`src/rtl/ace_ccu_snoop_ctrl.sv`:
```
// ACE cache-coherency snoop controller: broadcasts a read as snoops to every
// other master, collects responses, and returns data from a snooped cache
// (CD path) or from memory (mem path), one transaction at a time.
module ace_ccu_snoop_ctrl #(
  parameter int unsigned NoPorts   = 4,
  parameter int unsigned AddrWidth = 64,
  parameter int unsigned DataWidth = 64,
  parameter int unsigned IdWidth   = 6,
  parameter int unsigned PortIdxW  = $clog2(NoPorts)
) (
  input  logic                           clk_i,
  input  logic                           rst_i,
  // arbitrated read request
  input  logic                           ar_valid_i,
  output logic                           ar_ready_o,
  input  logic [AddrWidth-1:0]           ar_addr_i,
  input  logic [IdWidth-1:0]             ar_id_i,
  input  logic [PortIdxW-1:0]            ar_port_i,
  input  logic [3:0]                     ar_snoop_i,
  // snoop address
  output logic [NoPorts-1:0]             ac_valid_o,
  input  logic [NoPorts-1:0]             ac_ready_i,
  output logic [AddrWidth-1:0]           ac_addr_o,
  output logic [3:0]                     ac_snoop_o,
  // snoop response
  input  logic [NoPorts-1:0]             cr_valid_i,
  output logic [NoPorts-1:0]             cr_ready_o,
  input  logic [5*NoPorts-1:0]           cr_resp_i,
  // snoop data
  input  logic [NoPorts-1:0]             cd_valid_i,
  output logic [NoPorts-1:0]             cd_ready_o,
  input  logic [DataWidth*NoPorts-1:0]   cd_data_i,
  input  logic [NoPorts-1:0]             cd_last_i,
  // memory read
  output logic                           mem_ar_valid_o,
  input  logic                           mem_ar_ready_i,
  output logic [AddrWidth-1:0]           mem_ar_addr_o,
  output logic [IdWidth-1:0]             mem_ar_id_o,
  input  logic                           mem_r_valid_i,
  output logic                           mem_r_ready_o,
  input  logic [DataWidth-1:0]           mem_r_data_i,
  input  logic                           mem_r_last_i,
  // read data
  output logic                           r_valid_o,
  input  logic                           r_ready_i,
  output logic [DataWidth-1:0]           r_data_o,
  output logic [IdWidth-1:0]             r_id_o,
  output logic [3:0]                     r_resp_o,
  output logic                           r_last_o
);

  localparam int unsigned RespW = 5;

  typedef enum logic [2:0] {
    IDLE     = 3'd0,
    SNP_REQ  = 3'd1,
    SNP_RESP = 3'd2,
    CD_FWD   = 3'd3,
    MEM_REQ  = 3'd4,
    MEM_FWD  = 3'd5
  } state_e;

  state_e state_q, state_d;

  // transaction latches
  logic [AddrWidth-1:0] addr_q;
  logic [IdWidth-1:0]   id_q;
  logic [PortIdxW-1:0]  port_q;
  logic [3:0]           snoop_q;

  // per-port bookkeeping
  logic [NoPorts-1:0]   ac_pend_q;
  logic [NoPorts-1:0]   cr_pend_q;
  logic [NoPorts-1:0]   dt_q;
  logic [NoPorts-1:0]   pd_q;
  logic [NoPorts-1:0]   drain_q;
  logic                 shared_q;
  logic                 err_q;
  logic [PortIdxW-1:0]  sel_q;
  logic                 pass_dirty_q;
  logic                 sel_done_q;

  // combinational helpers
  logic [NoPorts-1:0]   cr_dt, cr_err, cr_pd, cr_sh, cr_wu_unused;
  logic [NoPorts-1:0]   cr_hs;
  logic [NoPorts-1:0]   ac_pend_nxt, cr_pend_nxt;
  logic [NoPorts-1:0]   dt_nxt, pd_nxt, drain_nxt, drain_last_hs;
  logic [PortIdxW-1:0]  sel_nxt;
  logic [DataWidth-1:0] cd_data_sel;
  logic                 cd_valid_sel, cd_last_sel;
  logic                 sel_hs, sel_last_hs, cd_done;

  // one-hot decode of a port index
  function automatic logic [NoPorts-1:0] port_oh(input logic [PortIdxW-1:0] p);
    logic [NoPorts-1:0] oh;
    oh = '0;
    for (int i = 0; i < int'(NoPorts); i++) begin
      oh[i] = (p == PortIdxW'(i));
    end
    return oh;
  endfunction

  // split CRRESP fields and compute handshake/bookkeeping next values
  always_comb begin
    cr_dt        = '0;
    cr_err       = '0;
    cr_pd        = '0;
    cr_sh        = '0;
    cr_wu_unused = '0;
    cd_data_sel  = '0;
    sel_nxt      = '0;
    for (int i = 0; i < int'(NoPorts); i++) begin
      cr_dt[i]        = cr_resp_i[RespW*i + 0];
      cr_err[i]       = cr_resp_i[RespW*i + 1];
      cr_pd[i]        = cr_resp_i[RespW*i + 2];
      cr_sh[i]        = cr_resp_i[RespW*i + 3];
      cr_wu_unused[i] = cr_resp_i[RespW*i + 4];
      if (sel_q == PortIdxW'(i)) begin
        cd_data_sel = cd_data_i[DataWidth*i +: DataWidth];
      end
    end

    ac_pend_nxt = ac_pend_q & ~ac_ready_i;
    cr_hs       = (state_q == SNP_RESP) ? (cr_pend_q & cr_valid_i) : '0;
    cr_pend_nxt = cr_pend_q & ~cr_hs;
    dt_nxt      = dt_q | (cr_hs & cr_dt);
    pd_nxt      = pd_q | (cr_hs & cr_pd);

    // lowest-index data-transfer port wins
    for (int i = int'(NoPorts) - 1; i >= 0; i--) begin
      if (dt_nxt[i]) sel_nxt = PortIdxW'(i);
    end

    cd_valid_sel  = cd_valid_i[sel_q];
    cd_last_sel   = cd_last_i[sel_q];
    sel_hs        = (state_q == CD_FWD) && cd_valid_sel && r_ready_i && !sel_done_q;
    sel_last_hs   = sel_hs && cd_last_sel;
    drain_last_hs = drain_q & cd_valid_i & cd_last_i;
    drain_nxt     = drain_q & ~drain_last_hs;
    cd_done       = (sel_done_q || sel_last_hs) && (drain_nxt == '0);
  end

  // state register
  always_ff @(posedge clk_i or posedge rst_i) begin
    if (rst_i) state_q <= IDLE;
    else       state_q <= state_d;
  end

  // next-state logic
  always_comb begin
    state_d = state_q;
    case (state_q)
      IDLE:     if (ar_valid_i) state_d = SNP_REQ;
      SNP_REQ:  if (ac_pend_nxt == '0) state_d = SNP_RESP;
      SNP_RESP: if (cr_pend_nxt == '0) state_d = (dt_nxt != '0) ? CD_FWD : MEM_REQ;
      CD_FWD:   if (cd_done) state_d = IDLE;
      MEM_REQ:  if (mem_ar_ready_i) state_d = MEM_FWD;
      MEM_FWD:  if (mem_r_valid_i && r_ready_i && mem_r_last_i) state_d = IDLE;
      default:  state_d = IDLE;
    endcase
  end

  // output logic; data paths are pass-through, valids never look at readies
  always_comb begin
    ar_ready_o     = 1'b0;
    ac_valid_o     = '0;
    cr_ready_o     = '0;
    cd_ready_o     = '0;
    mem_ar_valid_o = 1'b0;
    mem_r_ready_o  = 1'b0;
    r_valid_o      = 1'b0;
    r_data_o       = '0;
    r_last_o       = 1'b0;
    ac_addr_o      = addr_q;
    ac_snoop_o     = snoop_q;
    mem_ar_addr_o  = addr_q;
    mem_ar_id_o    = id_q;
    r_id_o         = id_q;
    r_resp_o       = {shared_q, pass_dirty_q, err_q ? 2'b10 : 2'b00};
    case (state_q)
      IDLE:     ar_ready_o = 1'b1;
      SNP_REQ:  ac_valid_o = ac_pend_q;
      SNP_RESP: cr_ready_o = cr_pend_q;
      CD_FWD: begin
        r_valid_o         = cd_valid_sel && !sel_done_q;
        r_data_o          = cd_data_sel;
        r_last_o          = cd_last_sel;
        cd_ready_o        = drain_q;
        cd_ready_o[sel_q] = r_ready_i && !sel_done_q;
      end
      MEM_REQ:  mem_ar_valid_o = 1'b1;
      MEM_FWD: begin
        r_valid_o     = mem_r_valid_i;
        r_data_o      = mem_r_data_i;
        r_last_o      = mem_r_last_i;
        mem_r_ready_o = r_ready_i;
      end
      default: ;
    endcase
  end

  // transaction latches and per-port bookkeeping
  always_ff @(posedge clk_i or posedge rst_i) begin
    if (rst_i) begin
      addr_q       <= '0;
      id_q         <= '0;
      port_q       <= '0;
      snoop_q      <= '0;
      ac_pend_q    <= '0;
      cr_pend_q    <= '0;
      dt_q         <= '0;
      pd_q         <= '0;
      drain_q      <= '0;
      shared_q     <= 1'b0;
      err_q        <= 1'b0;
      sel_q        <= '0;
      pass_dirty_q <= 1'b0;
      sel_done_q   <= 1'b0;
    end else begin
      case (state_q)
        IDLE: if (ar_valid_i) begin
          addr_q       <= ar_addr_i;
          id_q         <= ar_id_i;
          port_q       <= ar_port_i;
          snoop_q      <= ar_snoop_i;
          ac_pend_q    <= ~port_oh(ar_port_i);
          cr_pend_q    <= '0;
          dt_q         <= '0;
          pd_q         <= '0;
          drain_q      <= '0;
          shared_q     <= 1'b0;
          err_q        <= 1'b0;
          sel_q        <= '0;
          pass_dirty_q <= 1'b0;
          sel_done_q   <= 1'b0;
        end
        SNP_REQ: begin
          ac_pend_q <= ac_pend_nxt;
          if (ac_pend_nxt == '0) cr_pend_q <= ~port_oh(port_q);
        end
        SNP_RESP: begin
          cr_pend_q <= cr_pend_nxt;
          dt_q      <= dt_nxt;
          pd_q      <= pd_nxt;
          shared_q  <= shared_q | (|(cr_hs & cr_sh));
          err_q     <= err_q | (|(cr_hs & cr_err));
          if (cr_pend_nxt == '0) begin
            sel_q        <= sel_nxt;
            pass_dirty_q <= (dt_nxt != '0) && pd_nxt[sel_nxt];
            drain_q      <= dt_nxt & ~port_oh(sel_nxt);
          end
        end
        CD_FWD: begin
          drain_q <= drain_nxt;
          if (sel_last_hs) sel_done_q <= 1'b1;
        end
        default: ;
      endcase
    end
  end

endmodule

```
`config.mk`:
```
export PLATFORM = sky130hd
export DESIGN_NAME = ace_ccu_snoop_ctrl
export DESIGN_NICKNAME = d
export VERILOG_FILES = /design/src/rtl/ace_ccu_snoop_ctrl.sv
export SDC_FILE = /design/constraint.sdc
export NUM_CORES = 1
export LEC_CHECK = 0
export CORE_AREA = 2 2 259 261
export DETAILED_ROUTE_END_ITERATION = 10
export DIE_AREA = 0 0 261 263
export GPL_ROUTABILITY_DRIVEN = 0
export PLACE_DENSITY = 0.47
export REMOVE_ABC_BUFFERS = 1
export SYNTH_ARGS = -nofsm -noshare
export SYNTH_HDL_FRONTEND = slang
export SYNTH_SLANG_ARGS = --single-unit
export TNS_END_PERCENT = 30
```
`constraint.sdc`:
```
create_clock -name clk_i -period 5.89 [get_ports clk_i]
set_input_delay 0.8835 -clock clk_i [delete_from_list [all_inputs] [get_ports clk_i]]
set_output_delay 0.8835 -clock clk_i [all_outputs]
set_load 0.05 [all_outputs]
```
# Yosys cells after proc, flatten, opt, wreduce, memory -nomap -nowiden
# Index checks and enable logic that the tools add are counted.
dict set report op_classes {
  magnitude_cmp 3
  eq_ne 24
  muxes 55
  n_bitwise 21
  n_reduce_logical 37
}
# op count
set ops {}
lappend ops {{$mux 64} 4}
lappend ops {{$pmux 64 s2} 1}
lappend ops {{$and 4x4->4} 11}
lappend ops {{$mux 4} 8}
lappend ops {{$not 4->4} 6}
lappend ops {{$pmux 4 s2} 3}
lappend ops {{$pmux 4 s3} 2}
lappend ops {{$mux 3} 7}
lappend ops {{$pmux 3 s6} 1}
lappend ops {{$eq 2x2->1 const B} 8}
lappend ops {{$mux 2} 7}
lappend ops {{$logic_not 4->1} 3}
lappend ops {{$ne 2x2->1 const B} 6}
lappend ops {{$pmux 1 s2} 6}
lappend ops {{$reduce_and 3->1} 4}
lappend ops {{$logic_and 1x1->1} 11}
lappend ops {{$mux 1} 10}
lappend ops {{$eq 2x1->1 const B} 4}
lappend ops {{$logic_not 2->1} 4}
lappend ops {{$or 4x4->4} 2}
lappend ops {{$reduce_or 4->1} 2}
lappend ops {{$bmux 1 s2} 3}
lappend ops {{$eq 3x2->1 const B} 2}
lappend ops {{$eq 3x3->1 const B} 2}
lappend ops {{16 further kinds} 23}
dict set report word_totals {
  regBits 105
  inputBits 439
  wordCells 155
}

# Depth between registers and ports, before layout
dict set report logic_depth {
  ltp_word 13
  depth_mapped 7
}

# Least setup slack after synthesis
# Ideal clock, no wire load.
dict set report synth_path {
  kind {input-to-output}
  startpoint {input r_ready_i}
  endpoint {output cd_ready_o[3]}
  arrival_ns 1.965
  required_ns 5.007
  path_slack_ns 3.041
  cell_stages 3
  n_path_buf 0
  cell_sequence {nor2b_1 > nand3_1 > a21oi_1}
}
dict set report synth_between {
  elab_chain_cells 3
}
# item line_no
set synth_rtl {}
lappend synth_rtl {{start, declared} 45} ;# input logic r_ready_i,
lappend synth_rtl {{$logic_and 1x1->1} 189} ;# cd_ready_o[sel_q] = r_ready_i && !sel_done_q;
lappend synth_rtl {{$bwmux 4} 189}
lappend synth_rtl {{$mux 4} 180} ;# case (state_q)
lappend synth_rtl {{end, declared} 31} ;# output logic [NoPorts-1:0] cd_ready_o,
# Every way passes these cells.

# Final worst setup path
dict set report layout_path {
  startpoint {register state_q[2]}
  endpoint {output r_data_o[40]}
}
dict set report layout_between {
  elab_chain_cells 2
  elab_cells_between_ends 3
  cone_classes {2 x eq/ne; 1 x mux}
}
# item line_no
set layout_rtl {}
lappend layout_rtl {{start, declared} 63} ;# state_e state_q, state_d;
lappend layout_rtl {{start signal, assigned} 146} ;# else state_q <= state_d;
lappend layout_rtl {{$eq 3x3->1 / $eq 3x2->1 (equally long branches)} 180}
lappend layout_rtl {{$pmux 64 s2 *} 180}
lappend layout_rtl {{end, declared} 46} ;# output logic [DataWidth-1:0] r_data_o,
# Mark *: on every way between the ends. The rest lies on a longest branch, timed or not.

==> summary.txt <==
Synthesis
  – Cell variety after synth: 45
  – Seq cells post-synth: 105
  – Syn Inst Count: 775
  – Sequential element share of the synthesized area: 35.2%
  – Cell Area, Synth: 0.00746 mm²
  – Post-synth EDFFs: 0
  – Synth top area share: 35.2%
  – Synth area leaders: dfrtp_1 35%, mux4_2 20%, nand2_1 13%
  – Syn avg cell area: 9.62 µm²
  – Dominant synthesized flop cell: dfrtp_1
  – Synth area leader: dfrtp_1
  – Post-synth ARST share: 100%
  – Ys Warns: 0

Route
  – Routed length per instance: 23.2 µm
  – Final WL: 51000 µm
  – Iteration-0 DRC Markers: 354
  – Drt drc: 0
  – Via count: 8517
  – First-pass DRT Iterations: 6
  – Vias per Instance: 3.87
  – Antenna Violating Nets Remaining: 0

Timing
  – Skew final: 0.00931 ns
  – Slew Viols, Final: 0
  – Period minus WS final: 4.45 ns
  – Max-slew headroom: 28.5%
  – Final setup vio count: 0
  – Setup TNS: 0 ns
  – Final hold violations: 0
  – Setup repair after global routing missed its margin: false
  – Slew @ Worst Pin: 1.07 ns
  – Crit share post-route: 75.6%
  – Achievable Freq: 225 MHz

Floorplan
  – Die height: 263 µm
  – CORE AREA: 0.0656 mm²
  – Die width: 261 µm
  – Initial core utilization: 11.4%
  – DIE AREA: 0.0686 mm²
  – # rows: 94
  – # IOs: 668

Outcome
  – Outcome: finished, final reports clean

Worst setup path
  – Worst setup EP type: output pin
  – Critical path type: flip-flop to output pin
  – Crit Path Max Fanout: 68
  – Terminus of the critical flop-to-flop path: mem_ar_id_o[5]
  – Worst reg-to-reg setup slack: 3.35 ns
  – CP startpoint kind: flip-flop
  – Crit path DAT: 3.57 ns
  – Crit path from: state_q[2]
  – Reg2reg start: state_q[2]
  – Required time of the critical path: 5.01 ns
  – Worst R2R Path Depth: 5

Cells and area
  – Layout area overhead: 98.0%
  – Most frequent cells in the layout: 662 x clkdlybuf4s50_1, 253 x nand2_1, 103 x dfrtp_1
  – Commonest non-fill, non-tap cell in the layout: clkdlybuf4s50_1
  – Nets: 1766
  – Fillers: 7053
  – Share of cells above drive strength 1: 8.11%
  – Final instance area: 0.0148 mm²

Global route
  – Initial antenna violation count: 26
  – Pin count of the biggest net entering global routing: 69
  – GR Overflow Total: 0
  – First-pass GRT wire length: 68200 µm
  – Vias in the first global route: 8793
  – Total track usage: 14.1%

Placement
  – Placed inst area: 0.0144 mm²
  – HPWL Detailed: 42300 µm
  – PortBufs: 662

Clocking
  – Setup bufs post-CTS: 0
  – Worst-path clk slew: 0.09 ns
  – Clk_lat worst skew: 0.37 ns
  – # resized after CTS: 0
  – Clk Tree Root Cell: clkbuf_16
  – CTS tree: built
  – Hold_buf cts: 0
  – CTS sink count: 105
  – Cts bufs inserted: 9
  – Clock Tree Buf Depth: 2
  – Total number of H-tree levels: 3

Worst hold path
  – HP Class: flip-flop to flip-flop
  – Hold EP: ac_snoop_o[3]
  – Hold path cells: 2
  – Hold_sp: ac_snoop_o[3]

Power and ir drop
  – VDD IR max: 419 µV
  – Leakage: 5.70 nW
  – Power Dens Cells: 513 mW/mm²

Job
  – Max-cap violations: 0
==> registers in the layout, indices dropped and copies added, names as in the netlist <==
signal / flops
ac_pend_q: 4
drain_q: 4
ac_addr_o: 64
shared_q: 1
ac_snoop_o: 4
sel_done_q: 1
mem_ar_id_o: 6
state_q: 3
err_q: 1
pass_dirty_q: 1
dt_q: 4
port_q: 2
pd_q: 4
cr_pend_q: 4
sel_q: 2
==> cell usage after synthesis (6+ instances only) <==
master    count
a21oi_1      11
clkbuf_1     23
nor2_1       24
nand2_1     253
o21ai_0      16
dfrtp_1     105
mux4_2       66
and2_1       11
inv_1         6
buf_4        75
o31ai_1      10
nand3_1       9
buf_2        26
a22o_1       66
nor2b_1      14
==> report_power, final <==
group | switching (W) | leakage (nW) | total, W | internal [W]
Sequential | 0.000415 | 1.33 | 0.00145 | 0.00103
Combinational | 0.00360 | 4.22 | 0.00548 | 0.00189
Clock | 0.000339 | 0.146 | 0.000643 | 0.000304
Total | 0.00435 | 5.70 | 0.00757 | 0.00322
==> area by class of cell <==
type	instances	area [µm²]	area share, %
tap	864	1080	7.32
inverter	6	25.0	0.170
multi-input combinational	533	3990	27.1
antenna	7	17.5	0.119
clock inverter	7	80.1	0.543
sequential	105	2640	17.9
clock buffer	9	225	1.53
timing repair buffer	672	6700	45.4
==> layer usage <==
layer / wire [µm] / share of wire [%] / track usage (%) / up-vias
met5: 100 / 0.20 / 0 / -
met4: 2020 / 4.0 / 6.10 / 16
met3: 4580 / 9.0 / 3.93 / 75
met2: 27100 / 53 / 26.8 / 501
met1: 17300 / 34 / 14.0 / 4122
li1: - / - / - / 3803
==> critical path, stage by stage (launching register included) <==
cell,delay [ns]
dfrtp_1,0.82
and3b_4,0.94
a22o_1,0.29
clkdlybuf4s50_1,1.00
==> how the worst max path moves through the flow <==
| stage | to | cells past startpoint |
|---|---|---|
| after floorplan | r_last_o | 2 |
| after global placement | r_data_o[40] | 3 |
| after detailed placement | r_data_o[40] | 3 |
| after CTS | r_data_o[40] | 3 |
| after global routing | r_data_o[59] | 4 |
| final | r_data_o[40] | 3 |
==> per-stage QoR <==
step | total power [W] | worst slack, ns | util, % | hold slack (ns) | std cells
6_report | 0.00757 | 1.44 | 22.5 | 0.483 | 2203
5_1_grt | 0.00792 | 1.30 | 22.5 | 0.512 | 2202
4_1_cts | 0.00770 | 1.34 | 22.5 | 0.489 | 2196
3_5_place_dp | 0.00699 | 1.79 | 22.0 | 0.469 | 2180
3_3_place_gp | 0.00699 | 1.81 | 22.0 | 0.463 | 2180
2_1_floorplan | 0.00474 | 1.27 | - | 0.443 | 644
==> logic make-up after synthesis <==
group                  after synthesis  share of synthesized area (%)
AND/OR/NAND/NOR                    331                           18.7
buffers and inverters              137                           11.4
AO/OA/AOI/OAI                      131                           14.1
flip-flops                         105                           35.2
multiplexers                        70                           20.5
other                                1                         0.0503
Power figures use the tool's default switching activity.
